[src/rtl/n8_l1_mult.sv]
// Pipelined 8x8 unsigned approximate recursive multiplier, level-1 variant.
// Only the least-significant 2x2 block (a[1:0]*b[1:0]) is approximate: 3*3 yields 7.
module n8_l1_mult (
  input  logic        clk,
  input  logic        rst_n,
  input  logic        in_valid,
  input  logic [7:0]  a,
  input  logic [7:0]  b,
  output logic        out_valid,
  output logic [15:0] Y
);

  function automatic logic [3:0] mul2(input logic [1:0] x, input logic [1:0] y);
    return {2'b00, x} * {2'b00, y};
  endfunction

  // 3-bit result: every exact product except 3*3 fits; 3*3 saturates to 3'b111.
  function automatic logic [2:0] mul2_approx(input logic [1:0] x, input logic [1:0] y);
    if (x == 2'd3 && y == 2'd3) begin
      return 3'b111;
    end
    return {1'b0, x} * {1'b0, y};
  endfunction

  function automatic logic [7:0] mul4(input logic [3:0] x, input logic [3:0] y,
                                      input logic approx);
    logic [7:0] p_hh;
    logic [7:0] p_hl;
    logic [7:0] p_lh;
    logic [7:0] p_ll;
    p_hh = {4'b0000, mul2(x[3:2], y[3:2])};
    p_hl = {4'b0000, mul2(x[3:2], y[1:0])};
    p_lh = {4'b0000, mul2(x[1:0], y[3:2])};
    p_ll = approx ? {5'b00000, mul2_approx(x[1:0], y[1:0])}
                  : {4'b0000, mul2(x[1:0], y[1:0])};
    return (p_hh << 4) + ((p_hl + p_lh) << 2) + p_ll;
  endfunction

  logic [7:0]  phh_d, phl_d, plh_d, pll_d;
  logic [7:0]  phh_q, phl_q, plh_q, pll_q;
  logic        v1_q;
  logic [15:0] y_d, y_q;
  logic        ov_q;

  always_comb begin
    phh_d = mul4(a[7:4], b[7:4], 1'b0);
    phl_d = mul4(a[7:4], b[3:0], 1'b0);
    plh_d = mul4(a[3:0], b[7:4], 1'b0);
    pll_d = mul4(a[3:0], b[3:0], 1'b1);
  end

  always_comb begin
    logic [15:0] hh16;
    logic [15:0] mid16;
    logic [15:0] ll16;
    hh16  = {8'h00, phh_q};
    mid16 = {8'h00, phl_q} + {8'h00, plh_q};
    ll16  = {8'h00, pll_q};
    y_d   = (hh16 << 8) + (mid16 << 4) + ll16;
  end

  // Data registers load only on valid so Y holds its last result during bubbles.
  always_ff @(posedge clk or negedge rst_n) begin
    if (!rst_n) begin
      phh_q <= '0;
      phl_q <= '0;
      plh_q <= '0;
      pll_q <= '0;
      v1_q  <= 1'b0;
      y_q   <= '0;
      ov_q  <= 1'b0;
    end else begin
      v1_q <= in_valid;
      ov_q <= v1_q;
      if (in_valid) begin
        phh_q <= phh_d;
        phl_q <= phl_d;
        plh_q <= plh_d;
        pll_q <= pll_d;
      end
      if (v1_q) begin
        y_q <= y_d;
      end
    end
  end

  assign Y         = y_q;
  assign out_valid = ov_q;

endmodule

[config.mk]
export PLATFORM = sky130hd
export DESIGN_NAME = n8_l1_mult
export DESIGN_NICKNAME = d
export VERILOG_FILES = /design/src/rtl/n8_l1_mult.sv
export SDC_FILE = /design/constraint.sdc
export NUM_CORES = 1
export LEC_CHECK = 0
export CAP_MARGIN = 20
export CELL_PAD_IN_SITES_DETAIL_PLACEMENT = 2
export CELL_PAD_IN_SITES_GLOBAL_PLACEMENT = 2
export CORE_ASPECT_RATIO = 1.1
export CORE_MARGIN = 3
export CORE_UTILIZATION = 42
export CTS_CLUSTER_DIAMETER = 150
export DETAILED_ROUTE_END_ITERATION = 12
export PLACE_DENSITY = 0.85
export RECOVER_POWER = 25
export SYNTH_ARGS = -nofsm -noshare
export SYNTH_HDL_FRONTEND = slang
export SYNTH_SLANG_ARGS = --single-unit
[constraint.sdc]
create_clock -name clk -period 3.8 [get_ports clk]
set_input_delay 0.76 -clock clk [delete_from_list [all_inputs] [get_ports clk]]
set_output_delay 0.76 -clock clk [all_outputs]
set_load 0.005 [all_outputs]
# --- Word level (Yosys, flattened, before mapping) ---
# Index checks and enable logic that the tools add are counted.
word_totals:
  regBits: 50
  latch_bits: 0
  ramBits: 0
  romBits: 0
  input_bits: 19
  out_inout_bits: 17
  elab_cells: 44
  memories: 0
op_classes:
  addsub: 15
  multipliers: 16
  n_div: 0
  magnitude_cmp: 0
  eq_ne: 2
  shift: 0
  mux: 3
  bitwise_logic: 0
  n_reduce_logical: 1
ops:
  columns: ["operator", "count"]
  rows:
  - ["$mul 2x2->4", 15]
  - ["$add 8x7->8", 4]
  - ["$add 8x4->8", 3]
  - ["$add 4x4->5", 4]
  - ["$add 16x13->16", 1]
  - ["$add 16x8->16", 1]
  - ["$add 8x8->9", 1]
  - ["$add 8x3->8", 1]
  - ["$mux 3", 2]
  - ["$eq 2x2->1 const B", 2]
  - ["$mul 2x2->3", 1]
  - ["$logic_and 1x1->1", 1]
  - ["$mux 1", 1]

# --- Depth between registers and ports, before layout ---
# Gate-level depths: netlist of the first run.
depth:
  word_depth: 5
  depth_mapped: 15
  depth_no_buf: 14

# --- Worst setup path after synthesis of the first run ---
# OpenSTA, ideal clock, no wires.
synth_timing:
  kind: "input -> register"
  from: "in a[1]"
  to: "reg plh_q[7]"
  setup_time_ns: 0.125
  t_arrival_ns: 3.891
  required_ns: 3.675
  slack_ns: -0.216
  stages: 14
  n_path_buf: 1
  path_cell_list: "clkbuf_1 and2_1 fa_1 ha_1 ha_1 fa_1 ha_1 inv_1 fa_1 inv_1 a21o_1 a21oi_1 xnor2_1 mux2_2"
synth_between:
  elab_chain_cells: 4
  word_cells_on_any_way: 5
  cone_classes: "add/sub (3); mul (2)"
synth_rtl:
  columns: ["item", "line", "source"]
  rows:
  - ["start, declared", "7", "input logic [7:0] a,"]
  - ["$mul 2x2->4", "14", "return {2'b00, x} * {2'b00, y};"]
  - ["$add 4x4->5", "36", "return (p_hh << 4) + ((p_hl + p_lh) << 2) + p_ll;"]
  - ["$add 8x7->8", "36", null]
  - ["$add 8x4->8 (*)", "36", null]
  - ["end signal, assigned", "78", "plh_q <= plh_d;"]
  - ["end, declared", "40", "logic [7:0] phh_q, phl_q, plh_q, pll_q;"]
# Mark *: on every way between the ends. The rest lies on a longest branch, timed or not.
# A chain may end at the register's enable or synchronous reset.

# --- Final worst setup path of the first run ---
layout_timing:
  from: "in b[7]"
  to: "reg plh_q[6]"
layout_between:
  elab_chain_cells: 4
  word_cells_on_any_way: 5
  cone_classes: "add/sub (3); mul (2)"
layout_rtl:
  columns: ["item", "line", "source"]
  rows:
  - ["start, declared", "8", "input logic [7:0] b,"]
  - ["$mul 2x2->4", "14", null]
  - ["$add 4x4->5", "36", null]
  - ["$add 8x7->8 (*)", "36", null]
  - ["$add 8x4->8 (*)", "36", null]
# Marked as above.

==> impl_results.rst, run 1 <==
.. list-table::
   :header-rows: 1

   * - Metric
     - Value
   * - Run status
     - finished, violations left
   * - Violations in the final reports
     - max-capacitance violations, max-slew violations, negative setup slack
   * - Sequential element share of the synthesized area
     - 0.2734
   * - Wire length of the first global-routing pass
     - 29580 um
   * - End point of the critical path
     - plh_q[6]
   * - Worst r2r dst
     - Y[11]
   * - Reg2Reg Setup Slack
     - 310 ps
   * - Post-cts hold buffer count
     - 0
   * - Antenna Diode Count
     - 0
   * - Number of buffers on the longest clock path
     - 2
   * - Drt first pass iters
     - 4
   * - Hold violation count in the final report
     - 0
   * - Setup repair after global routing missed its margin
     - true
   * - TritonCTS clock tree
     - done
   * - Cell area power density
     - 601.7 nW/um^2
   * - Most instantiated flip-flop cell in the synthesis netlist
     - sky130_fd_sc_hd__dfrtp_1
   * - # port buffers
     - 35
   * - Worst Skew
     - 9.509 ps
   * - Required time at the worst-slack endpoint
     - 3980 ps
   * - Layout cells sized above 1
     - 0.3277
   * - Synth Register Bits
     - 50
   * - Number of cells produced by synthesis
     - 449
   * - Overall power
     - 3.607 mW
   * - Number of rows in the core area
     - 39
   * - Count of flip-flops with a built-in enable after synthesis
     - 0
   * - Drt total wl
     - 22500 um
   * - Number of levels the H-tree was split into
     - 2
   * - Routed wirelength normalized by instance count
     - 33.38 um
   * - Total half-perimeter wirelength after legalization and detailed placement
     - 12250 um
   * - Leakage Power
     - 2.940 nW
   * - Worst min-delay path class
     - register to register
   * - Antenna-violating nets left
     - 0
   * - Launching point of the worst reg2reg path
     - phl_q[0]
   * - Non-filler instance count after layout
     - 674
   * - Die Span Y
     - 115.5 um
   * - Number of DRC violations after detailed routing
     - 0
   * - Commonest cells after routing, fill and taps aside
     - 68 x sky130_fd_sc_hd__ha_1, 50 x sky130_fd_sc_hd__dfrtp_1, 48 x sky130_fd_sc_hd__buf_4
   * - Initial antenna violation count
     - 0
   * - Final setup fails
     - 3
   * - Max-cap viol count
     - 1
   * - Min Hold Slack
     - 537.3 ps
   * - Fin Setup TNS
     - -291.7 ps
   * - Worst slack, placed
     - -834.3 ps
   * - Number of global-route vias before repair
     - 4746
   * - Number of primary I/O pins
     - 36
   * - Setup crit start kind
     - input pin
   * - Worst setup margin
     - -148.6 ps
   * - Number of max-slew violations in the final report
     - 32
   * - Area of the die
     - 12180 sq um
   * - Placer Congestion
     - 0.8417
   * - F_max
     - 253.3 MHz
   * - Ratio of final minimum period to clock period
     - 1.039
   * - Max_slew headroom
     - -0.2395
   * - Worst Max-Slew Pin Slew
     - 1859 ps
   * - Number of vias per cell
     - 5.990
   * - Initial core utilization
     - 0.4361
   * - Layout Area Growth over Synthesis
     - 31.01%
   * - Clock-pin slew on the worst setup and hold paths
     - 80 ps
   * - Leftover overflow at the end of global routing
     - 0
   * - Warning count from the yosys run
     - 0
   * - Clock Sink Count
     - 50
   * - Horizontal extent of the die
     - 105.5 um
   * - Placed cells
     - 662
   * - Start point of the critical path
     - b[7]
   * - Fill cell total of the finished layout
     - 1002
   * - Number of buffers created by CTS
     - 5
   * - Average instance area after synthesis
     - 10.19 sq um
   * - Register-to-Register Path Depth
     - 13
   * - Core area
     - 10490 sq um
   * - Net count of the mapped netlist
     - 576
   * - Cell area after synthesis
     - 4576 sq um
   * - Final cell utilization of the core
     - 0.5714
   * - Peak ir drop on the vdd network
     - 0.0002572 V
   * - Number of different library cells in the post-synthesis netlist
     - 36
   * - Endpoint class of the critical path
     - register
   * - Total GRT Usage
     - 0.3284
   * - Via total after detailed routing
     - 4037
   * - Pin count of the biggest net entering global routing
     - 44
   * - Setup Crit Path Kind
     - input pin to register
   * - Async S/R FF share, synth
     - 1.000
   * - Instance area at placement
     - 5439 sq um
   * - Maximum fanout along the worst path
     - 2
   * - Iteration-0 DRC count of the detailed router
     - 322
   * - Post-route cell area
     - 5995 sq um
   * - Number of nets at the end of the flow
     - 657
   * - Most frequent standard cell in the layout excluding fill and tap cells
     - sky130_fd_sc_hd__ha_1
   * - Crit path arrival time
     - 4130 ps
   * - CTS root buffer
     - sky130_fd_sc_hd__clkbuf_16
   * - Clock insertion delay at the later pin of the skew report
     - 310 ps
   * - Clock period minus final worst setup slack
     - 3949 ps
[synthesized netlist by cell type, types with 9 or more instances]
master,number,share of area
sky130_fd_sc_hd__a21oi_1,33,0.036
sky130_fd_sc_hd__o21ai_0,10,0.011
sky130_fd_sc_hd__xnor2_1,24,0.046
sky130_fd_sc_hd__clkbuf_1,9,0.0074
sky130_fd_sc_hd__mux2_2,31,0.076
sky130_fd_sc_hd__fa_1,20,0.088
sky130_fd_sc_hd__nand2_1,28,0.023
sky130_fd_sc_hd__ha_1,88,0.24
sky130_fd_sc_hd__inv_1,40,0.033
sky130_fd_sc_hd__and2_1,43,0.059
sky130_fd_sc_hd__a21o_1,11,0.018
sky130_fd_sc_hd__dfrtp_1,50,0.27
sky130_fd_sc_hd__nor2_1,12,0.0098
[cell families (layout without fill, tap and decap cells)]
logic type	Yosys count	after routing	share of synthesized area
AOI/OAI and AO/OA	76	76	0.1039
xor gates and xnor gates	29	29	0.05551
adders and majority gates	108	108	0.3281
buffers and inverters	51	133	0.04238
DFF	50	50	0.2734
muxes	33	33	0.08067
and+or+nand+nor	102	102	0.1159
[report_power, final]
group / leakage [nW] / total [mW] / internal, mW / switching (mW)
sequential: 0.607 / 0.843 / 0.690 / 0.153
combinational: 2.26 / 2.26 / 0.971 / 1.29
clock: 0.0763 / 0.500 / 0.254 / 0.247
[routing by layer]
metal	vias up	part of all wire	GRT usage
li1	1701	-	-
met1	2039	0.36	0.3399
met2	200	0.53	0.6344
met3	97	0.043	0.04513
met4	0	0.064	0.1891
met5	-	0	0
[critical path, stage by stage]
cell and delay [ps]:
sky130_fd_sc_hd__buf_8 100, sky130_fd_sc_hd__buf_6 100, sky130_fd_sc_hd__and2_4 130, sky130_fd_sc_hd__fa_2 610
sky130_fd_sc_hd__ha_4 220, sky130_fd_sc_hd__ha_4 170, sky130_fd_sc_hd__fa_2 620, sky130_fd_sc_hd__ha_4 230
sky130_fd_sc_hd__ha_1 350, sky130_fd_sc_hd__a21o_1 220, sky130_fd_sc_hd__a21oi_2 180, sky130_fd_sc_hd__xnor2_1 120
sky130_fd_sc_hd__mux2_4 300
[sequential cells by signal (all words and copies together) (netlist names)]
signal / cells
pll_q: 8
plh_q: 8
out_valid: 1
phh_q: 8
phl_q: 8
v1_q: 1
Y: 16
[what timing repair did]
item | in CTS | in global routing
endpoints found under the setup margin | 15 | 12
buffers inserted | 3 | 1
pin swaps | 19 | 35
resized for setup | 76 | 48
[worst min path at each step]
stage               cells after the start         to      from
floorplan                               0  out_valid      v1_q
CTS                                     1   plh_q[3]     rst_n
detailed placement                      1   pll_q[3]  pll_q[3]
global route                            1       Y[7]      Y[7]
global placement                        2      Y[12]     Y[12]
finish                                  2      Y[12]     Y[12]
[layout make-up]
cell class                 count  area [sq um]  area share
multi-input combinational    348          3571      0.5957
sequential                    50          1251      0.2087
timing repair buffer          85         686.9      0.1146
tap                          143         178.9     0.02985
inverter                      40         152.6     0.02546
clock buffer                   5         125.1     0.02087
clock inverter                 3         28.78    0.004801
Power figures use the tool's default switching activity.
==> run 2, diff against run 1 <==
--- a/config.mk
+++ b/config.mk
@@ -11,8 +11,9 @@
 export CORE_ASPECT_RATIO = 1.1
 export CORE_MARGIN = 3
-export CORE_UTILIZATION = 42
+export CORE_UTILIZATION = 43
+export CTS_BUF_LIST = sky130_fd_sc_hd__clkbuf_4
 export CTS_CLUSTER_DIAMETER = 150
 export DETAILED_ROUTE_END_ITERATION = 12
-export PLACE_DENSITY = 0.85
+export PLACE_DENSITY = 0.87
 export RECOVER_POWER = 25
 export SYNTH_ARGS = -nofsm -noshare
==> constraint.sdc (replaced) <==
create_clock -name clk -period 3.8 [get_ports clk]
set_input_delay 0.38 -clock clk [delete_from_list [all_inputs] [get_ports clk]]
set_output_delay 0.38 -clock clk [all_outputs]
set_load 0.005 [all_outputs]
==> impl_results.rst, run 2 (same netlist as run 1, synthesis figures left out) <==
.. list-table::
   :header-rows: 1

   * - Metric
     - Value
   * - Run status
     - finished, violations left (unchanged)
   * - Violations in the final reports
     - max-capacitance violations, max-slew violations, negative setup slack (unchanged)
   * - Critical hold path startpoint
     - Y[12] (unchanged)
   * - Antenna Diode Count
     - 0 (unchanged)
   * - Horizontal extent of the die
     - 104.4 um (was 105.5 um)
   * - Commonest cells after routing, fill and taps aside
     - 82 x sky130_fd_sc_hd__ha_1, 50 x sky130_fd_sc_hd__dfrtp_1, 41 x sky130_fd_sc_hd__and2_1 (was 68 x sky130_fd_sc_hd__ha_1, 50 x sky130_fd_sc_hd__dfrtp_1, 48 x sky130_fd_sc_hd__buf_4)
   * - Fin Setup TNS
     - -72.11 ps (was -291.7 ps)
   * - Fill cell total of the finished layout
     - 1010 (was 1002)
   * - Wire length of the first global-routing pass
     - 27190 um (was 29580 um)
   * - Launching point of the worst reg2reg path
     - phl_q[0] (unchanged)
   * - Iteration-0 DRC count of the detailed router
     - 161 (was 322)
   * - Placer Congestion
     - 0.7900 (was 0.8417)
   * - Number of buffers created by CTS
     - 5 (unchanged)
   * - Initial antenna violation count
     - 0 (unchanged)
   * - Cell count of the worst hold path
     - 2 (unchanged)
   * - F_max
     - 259.7 MHz (was 253.3 MHz)
   * - Start point of the critical path
     - a[1] (was b[7])
   * - Max_slew headroom
     - -0.9411 (was -0.2395)
   * - Final setup fails
     - 2 (was 3)
   * - Drt total wl
     - 19310 um (was 22500 um)
   * - Setup Crit Path Kind
     - input pin to register (unchanged)
   * - Leftover overflow at the end of global routing
     - 0 (unchanged)
   * - Cell area power density
     - 562.8 nW/um^2 (was 601.7 nW/um^2)
   * - Most frequent standard cell in the layout excluding fill and tap cells
     - sky130_fd_sc_hd__ha_1 (unchanged)
   * - Antenna-violating nets left
     - 0 (unchanged)
   * - Hold violation count in the final report
     - 0 (unchanged)
   * - Net switching fraction of the power
     - 0.4507 (was 0.4690)
   * - CP max-delay cell
     - sky130_fd_sc_hd__fa_1 (was sky130_fd_sc_hd__fa_2)
   * - Leakage Power
     - 2.838 nW (was 2.940 nW)
   * - Number of max-slew violations in the final report
     - 51 (was 32)
   * - Ratio of final minimum period to clock period
     - 1.013 (was 1.039)
   * - Min Hold Slack
     - 519.1 ps (was 537.3 ps)
   * - Clock insertion delay at the later pin of the skew report
     - 410 ps (was 310 ps)
   * - Clock-pin slew on the worst setup and hold paths
     - 170 ps (was 80 ps)
   * - Register-to-Register Path Depth
     - 14 (was 13)
   * - Worst r2r dst
     - Y[14] (was Y[11])
   * - Routed wirelength normalized by instance count
     - 29.17 um (was 33.38 um)
   * - Crit path arrival time
     - 4150 ps (was 4130 ps)
   * - Peak ir drop on the vdd network
     - 0.0002517 V (was 0.0002572 V)
   * - Total GRT Usage
     - 0.2973 (was 0.3284)
   * - Clock period minus final worst setup slack
     - 3850 ps (was 3949 ps)
   * - Number of DRC violations after detailed routing
     - 0 (unchanged)
   * - Drt first pass iters
     - 4 (unchanged)
   * - Multi-input gate area in the final layout
     - 3251 sq um (was 3571 sq um)
   * - Non-filler instance count after layout
     - 662 (was 674)
   * - Maximum fanout along the worst path
     - 9 (was 2)
   * - Number of nets at the end of the flow
     - 648 (was 657)
   * - Register area
     - 1251 sq um (unchanged)
   * - Largest register FFs
     - 16 (unchanged)
   * - Area of the die
     - 11920 sq um (was 12180 sq um)
   * - Layout Area Growth over Synthesis
     - 21.52% (was 31.01%)
   * - Worst Skew
     - 25.26 ps (was 9.509 ps)
   * - Final cell utilization of the core
     - 0.5490 (was 0.5714)
   * - Critical Path, Cell by Cell
     - clkdlybuf4s50_1 -> buf_4 -> nand2_1 -> fa_1 -> inv_1 -> ha_1 -> ha_1 -> fa_1 -> ha_1 -> buf_4 -> a21oi_1 -> nor2_1 -> nor2_2 -> xnor2_1 -> mux2_2 (was buf_8 -> buf_6 -> and2_4 -> fa_2 -> ha_4 -> ha_4 -> fa_2 -> ha_4 -> ha_1 -> a21o_1 -> a21oi_2 -> xnor2_1 -> mux2_4)
   * - Worst min-delay path class
     - register to register (unchanged)
   * - TritonCTS clock tree
     - done (unchanged)
   * - Pin count of the biggest net entering global routing
     - 51 (was 44)
   * - Core area
     - 10130 sq um (was 10490 sq um)
   * - Part of the total power dissipated in the clock network
     - 0.112 (was 0.139)
   * - Post-cts hold buffer count
     - 0 (unchanged)
   * - Total half-perimeter wirelength after legalization and detailed placement
     - 11660 um (was 12250 um)
   * - Number of vias per cell
     - 5.905 (was 5.990)
   * - Switching power of the nets
     - 1.410 mW (was 1.692 mW)
   * - Layout cells sized above 1
     - 0.2146 (was 0.3277)
   * - # port buffers
     - 35 (unchanged)
   * - CTS root buffer
     - sky130_fd_sc_hd__clkbuf_4 (was sky130_fd_sc_hd__clkbuf_16)
   * - Number of levels the H-tree was split into
     - 2 (unchanged)
   * - Worst Max-Slew Pin Slew
     - 2912 ps (was 1859 ps)
   * - Internal power component
     - 1.719 mW (was 1.915 mW)
   * - Required time at the worst-slack endpoint
     - 4100 ps (was 3980 ps)
   * - Max-cap viol count
     - 1 (unchanged)
   * - Fraction of power consumed by sequential logic
     - 0.263 (was 0.234)
   * - Number of rows in the core area
     - 38 (was 39)
   * - Clock Sink Count
     - 50 (unchanged)
   * - Hold Path Sink
     - Y[12] (unchanged)
   * - Endpoint class of the critical path
     - register (unchanged)
   * - Placed cells
     - 653 (was 662)
   * - Delay contributed by the slowest stage of the critical path
     - 530 ps (was 620 ps)
   * - Die Span Y
     - 114.2 um (was 115.5 um)
   * - Number of primary I/O pins
     - 36 (unchanged)
   * - Number of global-route vias before repair
     - 4684 (was 4746)
   * - Part of the power in combinational logic
     - 0.625 (was 0.627)
   * - Worst setup margin
     - -50.49 ps (was -148.6 ps)
   * - Most common cell type on the critical path
     - sky130_fd_sc_hd__ha_1 (was sky130_fd_sc_hd__ha_4)
   * - Reg2Reg Setup Slack
     - 320 ps (was 310 ps)
   * - Via total after detailed routing
     - 3909 (was 4037)
   * - Setup crit start kind
     - input pin (unchanged)
   * - Number of buffers on the longest clock path
     - 2 (unchanged)
   * - Initial core utilization
     - 0.4518 (was 0.4361)
## run 2: how the worst max path moves through the flow
stage	to	depth (start not counted)
global placement	plh_q[7]	14
global route	pll_q[6]	15
detailed placement	plh_q[7]	15
CTS	phl_q[7]	16
floorplan	plh_q[7]	14
finish	pll_q[6]	15
## run 2: routing by layer
layer,global-route usage,vias to the layer above,wire [um]
li1,-,1672,-
met5,0,-,0
met2,0.5736,139,10460
met1,0.3208,2033,7360
met3,0.04569,65,643
met4,0.1285,0,846
## run 2: stage by stage
step	setup slack [ps]	power, mW	instance area (sq um)
after CTS	12.26	3.016	5478
after global routing	-101.9	3.324	5560
final	-50.49	3.129	5560
after detailed placement	-519.5	2.554	5353
after floorplan	164.1	1.906	4576
after global placement	-347.9	2.384	5353
## run 2: power groups by stage
stage          logic [mW]  clock network [mW]  registers, mW
2_1_floorplan        1.13                   0          0.780
3_3_place_gp         1.59                   0          0.796
3_5_place_dp         1.74                   0          0.816
4_1_cts              1.86               0.347          0.813
5_1_grt              2.11               0.371          0.839
6_report             1.95               0.352          0.822
## run 2: what timing repair did
item | CTS | global route
setup buffers | 1 | 0
pin swaps | 5 | 6
cloned | 0 | 0
gates resized for setup | 14 | 20
setup endpoints to repair | 5 | 6
## run 2: area by class of cell
class	instances	share of cell area
inverters	40	0.02700
multi-input cells	348	0.5846
flip-flops and latches	50	0.2250
repair buffers	76	0.1172
clock inverters	3	0.007876
clock buffers	5	0.006751
well taps	140	0.03150
## run 2: worst max-delay path, delay by kind of cell
family	cells	cell delay [ps]
AO/OA/AOI/OAI	1	190
XOR/XNOR	1	80
adder cells (fa/ha/maj)	5	1920
buffers and inverters	4	950
AND/OR/NAND/NOR	3	340
multiplexers	1	270
